[src/rtl/pipeline_pkg.sv]
// Shared types and constants for the pipeline hazard/forwarding logic.
// Pure declarations: no latency, no flow control.
package pipeline_pkg;

    typedef enum logic [1:0] {
        ST_RUN       = 2'd0,
        ST_MEM_WAIT  = 2'd1,
        ST_CSR_DRAIN = 2'd2
    } hz_state_t;

    localparam logic [1:0] FWD_RF      = 2'b00;
    localparam logic [1:0] FWD_WB      = 2'b01;
    localparam logic [1:0] FWD_MEM     = 2'b10;
    localparam logic [1:0] RESULT_LOAD = 2'b01;

    // x0 is hardwired to zero, so it never counts as a register match
    function automatic logic reg_hit(input logic [4:0] rd, input logic [4:0] rs);
        return (rd != 5'd0) && (rd == rs);
    endfunction

endpackage

[src/rtl/fwd_unit.sv]
// ALU operand forwarding select for one source register; M beats W.
// Purely combinational, zero latency; never stalls.
module fwd_unit
    import pipeline_pkg::*;
(
    input  logic [4:0] i_ra,
    input  logic [4:0] i_rd_m,
    input  logic [4:0] i_rd_w,
    input  logic       i_reg_write_m,
    input  logic       i_reg_write_w,
    output logic [1:0] o_fwd_sel
);

    always_comb begin
        o_fwd_sel = FWD_RF;
        if (i_reg_write_m && reg_hit(i_rd_m, i_ra)) begin
            o_fwd_sel = FWD_MEM;
        end else if (i_reg_write_w && reg_hit(i_rd_w, i_ra)) begin
            o_fwd_sel = FWD_WB;
        end
    end

endmodule

[src/rtl/hazard_ctrl.sv]
// Pipeline hazard controller: stalls/flushes for load-use, branch, CSR drain and memory wait, plus forwarding.
// Stall/flush outputs are combinational from state and inputs; a memory wait holds every stage until mem_ready.
module hazard_ctrl
    import pipeline_pkg::*;
#(
    parameter int TIMEOUT   = 255,
    parameter int CSR_DRAIN = 2
) (
    input  logic       clk,
    input  logic       n_rst,
    input  logic [4:0] Ra1D,
    input  logic [4:0] Ra2D,
    input  logic [4:0] Ra1E,
    input  logic [4:0] Ra2E,
    input  logic [4:0] RdE,
    input  logic [4:0] RdM,
    input  logic [4:0] RdW,
    input  logic       RegWriteM,
    input  logic       RegWriteW,
    input  logic [1:0] ResultSrcE,
    input  logic       PCSrcE,
    input  logic       csrE,
    input  logic       MemReqM,
    input  logic       mem_ready,
    output logic       StallF,
    output logic       StallD,
    output logic       StallE,
    output logic       StallM,
    output logic       FlushD,
    output logic       FlushE,
    output logic       enDE,
    output logic [1:0] ForwardAE,
    output logic [1:0] ForwardBE,
    output logic       mem_timeout
);

    localparam logic [7:0] TIMEOUT_C = 8'(TIMEOUT);
    localparam logic [7:0] DRAIN_C   = 8'(CSR_DRAIN);

    hz_state_t  r_state;
    hz_state_t  w_state_nxt;
    logic [7:0] r_wait_cnt;
    logic [7:0] w_wait_cnt_nxt;
    logic [7:0] r_drain_cnt;
    logic [7:0] w_drain_cnt_nxt;
    logic       r_mem_timeout;
    logic       w_timeout_hit;
    logic       w_run_like;
    logic       w_mem_wait;
    logic       w_load_use;
    logic       w_stall_f;
    logic       w_stall_d;
    logic       w_stall_e;
    logic       w_stall_m;
    logic       w_flush_d;
    logic       w_flush_e;
    logic [1:0] w_fwd_a;
    logic [1:0] w_fwd_b;

    assign w_mem_wait = MemReqM & ~mem_ready;
    assign w_load_use = (ResultSrcE == RESULT_LOAD) &
                        (reg_hit(RdE, Ra1D) | reg_hit(RdE, Ra2D));

    always_ff @(posedge clk or negedge n_rst) begin
        if (!n_rst) begin
            r_state       <= ST_RUN;
            r_wait_cnt    <= 8'd0;
            r_drain_cnt   <= 8'd0;
            r_mem_timeout <= 1'b0;
        end else begin
            r_state     <= w_state_nxt;
            r_wait_cnt  <= w_wait_cnt_nxt;
            r_drain_cnt <= w_drain_cnt_nxt;
            if (w_timeout_hit) begin
                r_mem_timeout <= 1'b1;
            end
        end
    end

    always_comb begin
        w_state_nxt     = r_state;
        w_wait_cnt_nxt  = 8'd0;
        w_drain_cnt_nxt = r_drain_cnt;
        w_timeout_hit   = 1'b0;
        w_run_like      = 1'b0;
        w_stall_f       = 1'b0;
        w_stall_d       = 1'b0;
        w_stall_e       = 1'b0;
        w_stall_m       = 1'b0;
        w_flush_d       = 1'b0;
        w_flush_e       = 1'b0;

        case (r_state)
            ST_MEM_WAIT: begin
                // The ready cycle lets the pipe advance, so hazards are decoded as in RUN
                if (mem_ready) begin
                    w_run_like = 1'b1;
                end else begin
                    {w_stall_f, w_stall_d, w_stall_e, w_stall_m} = 4'b1111;
                    w_wait_cnt_nxt = (r_wait_cnt == TIMEOUT_C) ? r_wait_cnt
                                                               : r_wait_cnt + 8'd1;
                    w_timeout_hit  = (w_wait_cnt_nxt == TIMEOUT_C);
                end
            end
            ST_CSR_DRAIN: begin
                if (w_mem_wait) begin
                    {w_stall_f, w_stall_d, w_stall_e, w_stall_m} = 4'b1111;
                    w_state_nxt     = ST_MEM_WAIT;
                    w_drain_cnt_nxt = 8'd0;
                end else begin
                    w_stall_f       = 1'b1;
                    w_stall_d       = 1'b1;
                    w_flush_e       = 1'b1;
                    w_drain_cnt_nxt = (r_drain_cnt == 8'd0) ? 8'd0 : r_drain_cnt - 8'd1;
                    if (r_drain_cnt <= 8'd1) begin
                        w_state_nxt = ST_RUN;
                    end
                end
            end
            default: w_run_like = 1'b1;
        endcase

        if (w_run_like) begin
            w_state_nxt = ST_RUN;
            if (w_mem_wait) begin
                {w_stall_f, w_stall_d, w_stall_e, w_stall_m} = 4'b1111;
                w_state_nxt = ST_MEM_WAIT;
            end else if (PCSrcE) begin
                w_flush_d = 1'b1;
                w_flush_e = 1'b1;
            end else if (w_load_use) begin
                w_stall_f = 1'b1;
                w_stall_d = 1'b1;
                w_flush_e = 1'b1;
            end else if (csrE) begin
                w_state_nxt     = ST_CSR_DRAIN;
                w_drain_cnt_nxt = DRAIN_C;
            end
        end
    end

    fwd_unit u_fwd_a (
        .i_ra          (Ra1E),
        .i_rd_m        (RdM),
        .i_rd_w        (RdW),
        .i_reg_write_m (RegWriteM),
        .i_reg_write_w (RegWriteW),
        .o_fwd_sel     (w_fwd_a)
    );

    fwd_unit u_fwd_b (
        .i_ra          (Ra2E),
        .i_rd_m        (RdM),
        .i_rd_w        (RdW),
        .i_reg_write_m (RegWriteM),
        .i_reg_write_w (RegWriteW),
        .o_fwd_sel     (w_fwd_b)
    );

    // Reset holds the pipe in a flushed, non-stalled, non-forwarding state
    assign StallF      = n_rst & w_stall_f;
    assign StallD      = n_rst & w_stall_d;
    assign StallE      = n_rst & w_stall_e;
    assign StallM      = n_rst & w_stall_m;
    assign FlushD      = ~n_rst | w_flush_d;
    assign FlushE      = ~n_rst | w_flush_e;
    assign enDE        = ~StallE;
    assign ForwardAE   = n_rst ? w_fwd_a : FWD_RF;
    assign ForwardBE   = n_rst ? w_fwd_b : FWD_RF;
    assign mem_timeout = r_mem_timeout;

endmodule

[config.mk]
export PLATFORM = sky130hd
export DESIGN_NAME = hazard_ctrl
export DESIGN_NICKNAME = d
export VERILOG_FILES = /design/src/rtl/pipeline_pkg.sv /design/src/rtl/fwd_unit.sv /design/src/rtl/hazard_ctrl.sv
export SDC_FILE = /design/constraint.sdc
export NUM_CORES = 1
export LEC_CHECK = 0
export CAP_MARGIN = 5
export CORE_MARGIN = 2
export CORE_UTILIZATION = 46
export CTS_CLUSTER_DIAMETER = 80
export DETAILED_ROUTE_END_ITERATION = 8
export PLACE_DENSITY = 0.81
export SLEW_MARGIN = 0
export SYNTH_ARGS = -nofsm -noshare
export SYNTH_HDL_FRONTEND = slang
export SYNTH_SLANG_ARGS = --single-unit
[constraint.sdc]
create_clock -name clk -period 2.4 [get_ports clk]
set_clock_uncertainty 0.2 [all_clocks]
set_input_delay 0.36 -clock clk [delete_from_list [all_inputs] [get_ports clk]]
set_output_delay 0.36 -clock clk [all_outputs]
set_load 0.01 [all_outputs]
## Yosys cells after proc, flatten, opt, wreduce, memory -nomap -nowiden

Cells that the tools add are included.

| cells by class | value |
|---|---|
| add/sub/neg operators | 2 |
| $lt $le $gt $ge | 1 |
| equal/unequal tests | 11 |
| mux-type cells | 48 |
| bitwise gates (word level) | 10 |
| reductions and logical operators | 17 |

Operator list:

| kind | number |
|---|---|
| 8-bit two-way mux | 11 |
| 5-bit == test | 6 |
| 2-bit two-way mux | 12 |
| 1-bit two-way mux | 22 |
| 8-bit == test (second input constant) | 2 |
| 5-bit nonzero test | 3 |
| 1-bit logical AND | 10 |
| 8-bit by 1-bit adder with 8-bit output (second input constant) | 1 |
| 8-bit by 1-bit <= comparator with 1-bit output (second input constant) | 1 |
| 8-bit zero test | 1 |
| 8-bit by 1-bit subtractor with 8-bit output (second input constant) | 1 |
| 1-bit case mux with 2 select lines | 3 |
| 1-bit bitwise AND | 4 |
| 2-bit by 1-bit == test with 1-bit output (second input constant) | 2 |
| 1-bit inverter | 3 |
| 1-bit bitwise OR | 3 |
| 3-bit nonzero test | 1 |
| 2-bit == test (second input constant) | 1 |
| 2-bit AND reduction | 1 |
| 2-bit nonzero test | 1 |

| storage, ports and cells | value |
|---|---|
| bits in registers | 19 |
| input port bits | 45 |
| output and inout port bits | 12 |
| word-level logic and storage cells | 93 |

## Longest topological paths before layout

| logic depth | value |
|---|---|
| depth in word-level cells | 9 |
| gate-level depth with buffers | 9 |
| mapped depth without buffers | 7 |

## Modules after synthesis

A second synthesis with hierarchy kept.

| unflattened totals | value |
|---|---|
| cell total of the unflattened synthesis | 198 |
| area, all modules | 1671.6 µm² |

Modules (own cells, without submodules):

| module | instances | cells each | area an instance (µm²) | sequential area each (µm²) |
|---|---|---|---|---|
| hazard_ctrl | 1 | 158 | 1368.8 | 475.5 |
| fwd_unit | 2 | 20 | 151.4 | 0.0 |

## Worst setup path after synthesis

OpenSTA, ideal clock, no wires.

| path | value |
|---|---|
| path kind | reg2out |
| start point | reg r_state[1] |
| end point | out StallF |
| data arrival time | 1.814 ns |
| setup slack | 0.026 ns |
| cell stages (with the launch flop) | 10 |
| buffers on the path | 2 |
| path through | dfrtp_1 > inv_1 > ha_1 > nand2b_1 > clkbuf_1 > nand2_1 > nor2_1 > nand3_1 > a21boi_0 > buf_4 |

| on the way | value |
|---|---|
| cells in the longest elaborated chain, start to end | 7 |
| elaborated cells between the ends (all ways) | 9 |
| those cells by class | 2 x eq/ne; 6 x mux; 1 x bitwise |

RTL lines:

| what | RTL line | RTL |
|---|---|---|
| start: declaration | hazard_ctrl.sv:40 | `hz_state_t r_state;` |
| start signal: assignment | hazard_ctrl.sv:71 | `r_state <= w_state_nxt;` |
| 2-bit == test or 2-bit by 1-bit == test with 1-bit output (tied branches) | - |  |
| 1-bit case mux with 2 select lines | - |  |
| 1-bit two-way mux (3 in a row) | - |  |
| 1-bit two-way mux (*) | - |  |
| 1-bit bitwise AND (*) | - |  |
| end: declaration | hazard_ctrl.sv:25 | `output logic StallF,` |

Every way passes the cells marked *; elsewhere a longest branch is shown, timed or not.

## Worst setup path after layout

| path | value |
|---|---|
| start point | in RdM[0] |
| end point | out ForwardBE[0] |

| on the way | value |
|---|---|
| cells in the longest elaborated chain, start to end | 5 |
| elaborated cells between the ends (all ways) | 6 |
| those cells by class | 1 x eq/ne; 2 x mux; 3 x reduce/logical |

RTL lines:

| what | RTL line | RTL |
|---|---|---|
| start: declaration | hazard_ctrl.sv:16 | `input logic [4:0] RdM,` |
| 5-bit == test or 5-bit nonzero test (tied branches) | pipeline_pkg.sv:18 | `return (rd != 5'd0) && (rd == rs);` |
| 1-bit logical AND (*) | pipeline_pkg.sv:18 |  |
| 1-bit logical AND (*) | fwd_unit.sv:16 | `if (i_reg_write_m && reg_hit(i_rd_m, i_ra)) begin` |
| 2-bit two-way mux (*) | fwd_unit.sv:16 |  |
| 2-bit two-way mux (*) | hazard_ctrl.sv:169 | `assign ForwardBE = n_rst ? w_fwd_b : FWD_RF;` |
| end: declaration | hazard_ctrl.sv:33 | `output logic [1:0] ForwardBE,` |

Marks and branches as above.

==> results.txt <==
Outcome - completed
Crit-path cells - clkbuf_2 > or4_4 > o21ai_4 > nor4_4 > buf_4 > nor4_4 > buf_2
Crit path max-delay family - simple AND/OR/NAND/NOR gates
CTS Buffer Depth - 2
Synth top area share - 28.81%
Pwr dens - 456.0 nW/um^2
Pleak - 1.211 nW
Type of the worst setup path - in -> out
DR vias/cell - 5.240
CP Data Arrival Time - 1780 ps
Starting DRT DRC Count - 147
First-pass GRT wire length - 7.721 mm
Input/output buffers - 56
Vias in the first global route - 1,785
Pre-CTS setup slack - -703.9 ps
CTS sink count - 19
Final WL - 4.598 mm
Setup-failing EPs final - 0
Cts hold-fix bufs - 0
Crit Path Max Fanout - 2
Design area - 2603 um^2
EDFF count, synth - 0
Initial antenna violation count - 0
Synth area leader - dfrtp_1
Worst path bufs/invs - 3
CTS root buffer - clkbuf_4
Diode count - 0
Crit path required time - 1840 ps
Share of cells above drive strength 1 - 24.31%
Ranking of synthesized cells by area - dfrtp_1, xnor2_1, xor2_1, nand2_1, nor2_1
Largest net degree at the start of global routing - 26
Clk slew on worst S/H paths - 120 ps
Startpoint types - input port
H-tree lvl count - 1
Max-cap violations - 0
GRT Util Overall - 23.55%
Initial Utilization - 48.69%
FF-to-FF setup slack - 350 ps
Die area - 4083 um^2
Most frequent cells in the layout - buf_4, nand2_1, nor2_1
Number of fill cells - 224
Syn_area_per_cell - 8.211 um^2
Cell Rows - 21
Post-route DRC violation count - 0
Slack of the critical path - 56.06 ps
Max Slew Vio Count - 0
R2R depth - 6
Fin crit period - 2344 ps
Syn nets - 251
CTS tree - done
CP Capture Type - output port
Worst-Margin Slew - 539.4 ps
Seq cells post-synth - 19
Detailed placement HPWL - 3.499 mm
Crit-path slowest cell - or4_4
Vias - 1,750
Nets - 339
Hold Vio Cnt, Final - 0
Drt pass-1 iters - 4
GRT overflow - 0
Netlist cell types - 42
Storage element area - 475.5 um^2
Relative slew margins - 63.53%
ANT nets after route - 0
Placed inst area - 2471 um^2
Num CTS Buffers - 3
Multi-input combinational cell area - 1229 um^2
WL/cell - 13.77 um
GPL Wtd Cong - 0.8736
Die height - 63.90 um
Ys async rst share - 100.0%
Area grow syn2layout - 57.70%
Min Hold Slack - 13.15 ps
Yosys Warn Count - 0
Crit path largest cell delay - 540 ps
Syn Inst Count - 201
Post-synth top flop - dfrtp_1
Worst skew pair latency - 300 ps
Top cell by count, worst path - nor4_4
# IOs - 57
Core area - 3390 um^2
Hold Crit Class - in -> async
Leading cell type in the layout, fill and taps excluded - buf_4
Reg-to-reg startpoint - r_wait_cnt[1]
Synthesized area - 1650 um^2
Post-synthesis sequential area ratio - 28.81%
Max frequency - 426.6 MHz
Die Width - 63.90 um
Reg2reg end - mem_timeout
Fin crit share - 97.66%
IR Drop Worst-Case VDD - 0.5006 mV
==> worst max path at each step <==
stage,startpoint,slack (ps),endpoint,cells past startpoint
2_1_floorplan,r_state[1],30,StallF,9
3_3_place_gp,RdM[0],-630,ForwardAE[0],6
3_5_place_dp,RdM[0],-700,ForwardBE[0],6
4_1_cts,RdW[0],-10,ForwardBE[0],6
5_1_grt,RdM[0],-60,ForwardAE[0],7
6_report,RdM[0],60,ForwardBE[0],7
==> cells in the mapped netlist, types with 2 or more instances <==
master	count
nand2_1	24
nor2_1	22
xnor2_1	20
dfrtp_1	19
xor2_1	19
inv_1	8
nand3_1	8
o21ai_0	6
ha_1	5
nor3_1	5
nor4_1	5
or4_1	5
and3_1	4
clkbuf_1	4
nand4_1	4
a311oi_1	3
and2_1	3
nand2b_1	3
nor2b_1	3
a211oi_1	2
a21oi_1	2
a31o_2	2
buf_4	2
mux2i_1	2
nor3b_1	2
nor4b_1	2
o211ai_1	2
==> cell type report <==
cell class,instances,share of cell area [%]
multi-input combinational,167,47.21
timing repair buffer,90,30.10
sequential,19,18.27
tap,46,2.212
inverter,8,1.154
clock buffer,3,0.8654
clock inverter,1,0.1923
==> report_power, final <==
group	switching, mW	leakage [nW]	internal [mW]	total [mW]
clock	0.101	0.0177	0.0621	0.163
sequential	0.0642	0.257	0.384	0.449
combinational	0.286	0.937	0.289	0.575
==> metrics by stage <==
| stage | std cells | power, mW | utilization, % | setup TNS (ps) |
|---|---|---|---|---|
| finish | 334 | 1.187 | 76.78 | 0 |
| global route | 334 | 1.288 | 76.78 | -88.46 |
| CTS | 331 | 1.165 | 74.94 | -13.99 |
| detailed placement | 326 | 1.001 | 72.91 | -4679 |
| global placement | 326 | 0.9828 | 72.91 | -4461 |
| floorplan | 201 | 0.7622 | - | 0 |
==> sequential cells by signal, summed over array words and instances (netlist names) <==
| signal | cells |
|---|---|
| mem_timeout | 1 |
| r_drain_cnt | 8 |
| r_wait_cnt | 8 |
| r_state | 2 |
==> logic make-up (layout without fill, tap and decap cells) <==
group	count (synthesis)	after routing	share of synthesized area [%]
adders and majority gates	5	5	3.791
and+or+nand+nor	94	94	29.11
xor gates and xnor gates	39	39	20.70
AOI/OAI and AO/OA	27	27	12.43
muxes	2	2	1.213
buffers and inverters	15	102	3.942
DFF	19	19	28.81
==> layer usage <==
layer  up-vias  part of all wire [%]  wire [um]  GRT usage [%]
met4         0                  0.54         25          4.348
met3         4                   4.3        199          4.401
li1        878                     -          -              -
met1       820                    39       1786          27.46
met2        48                    56       2586          44.53
met5         -                     0          0              0
==> what timing repair did <==
| item | CTS | global route |
|---|---|---|
| resized for setup | 74 | 26 |
| pin swaps | 10 | 13 |
| setup endpoints to repair | 11 | 10 |
| setup buffers | 1 | 3 |
Power figures use the tool's default switching activity.
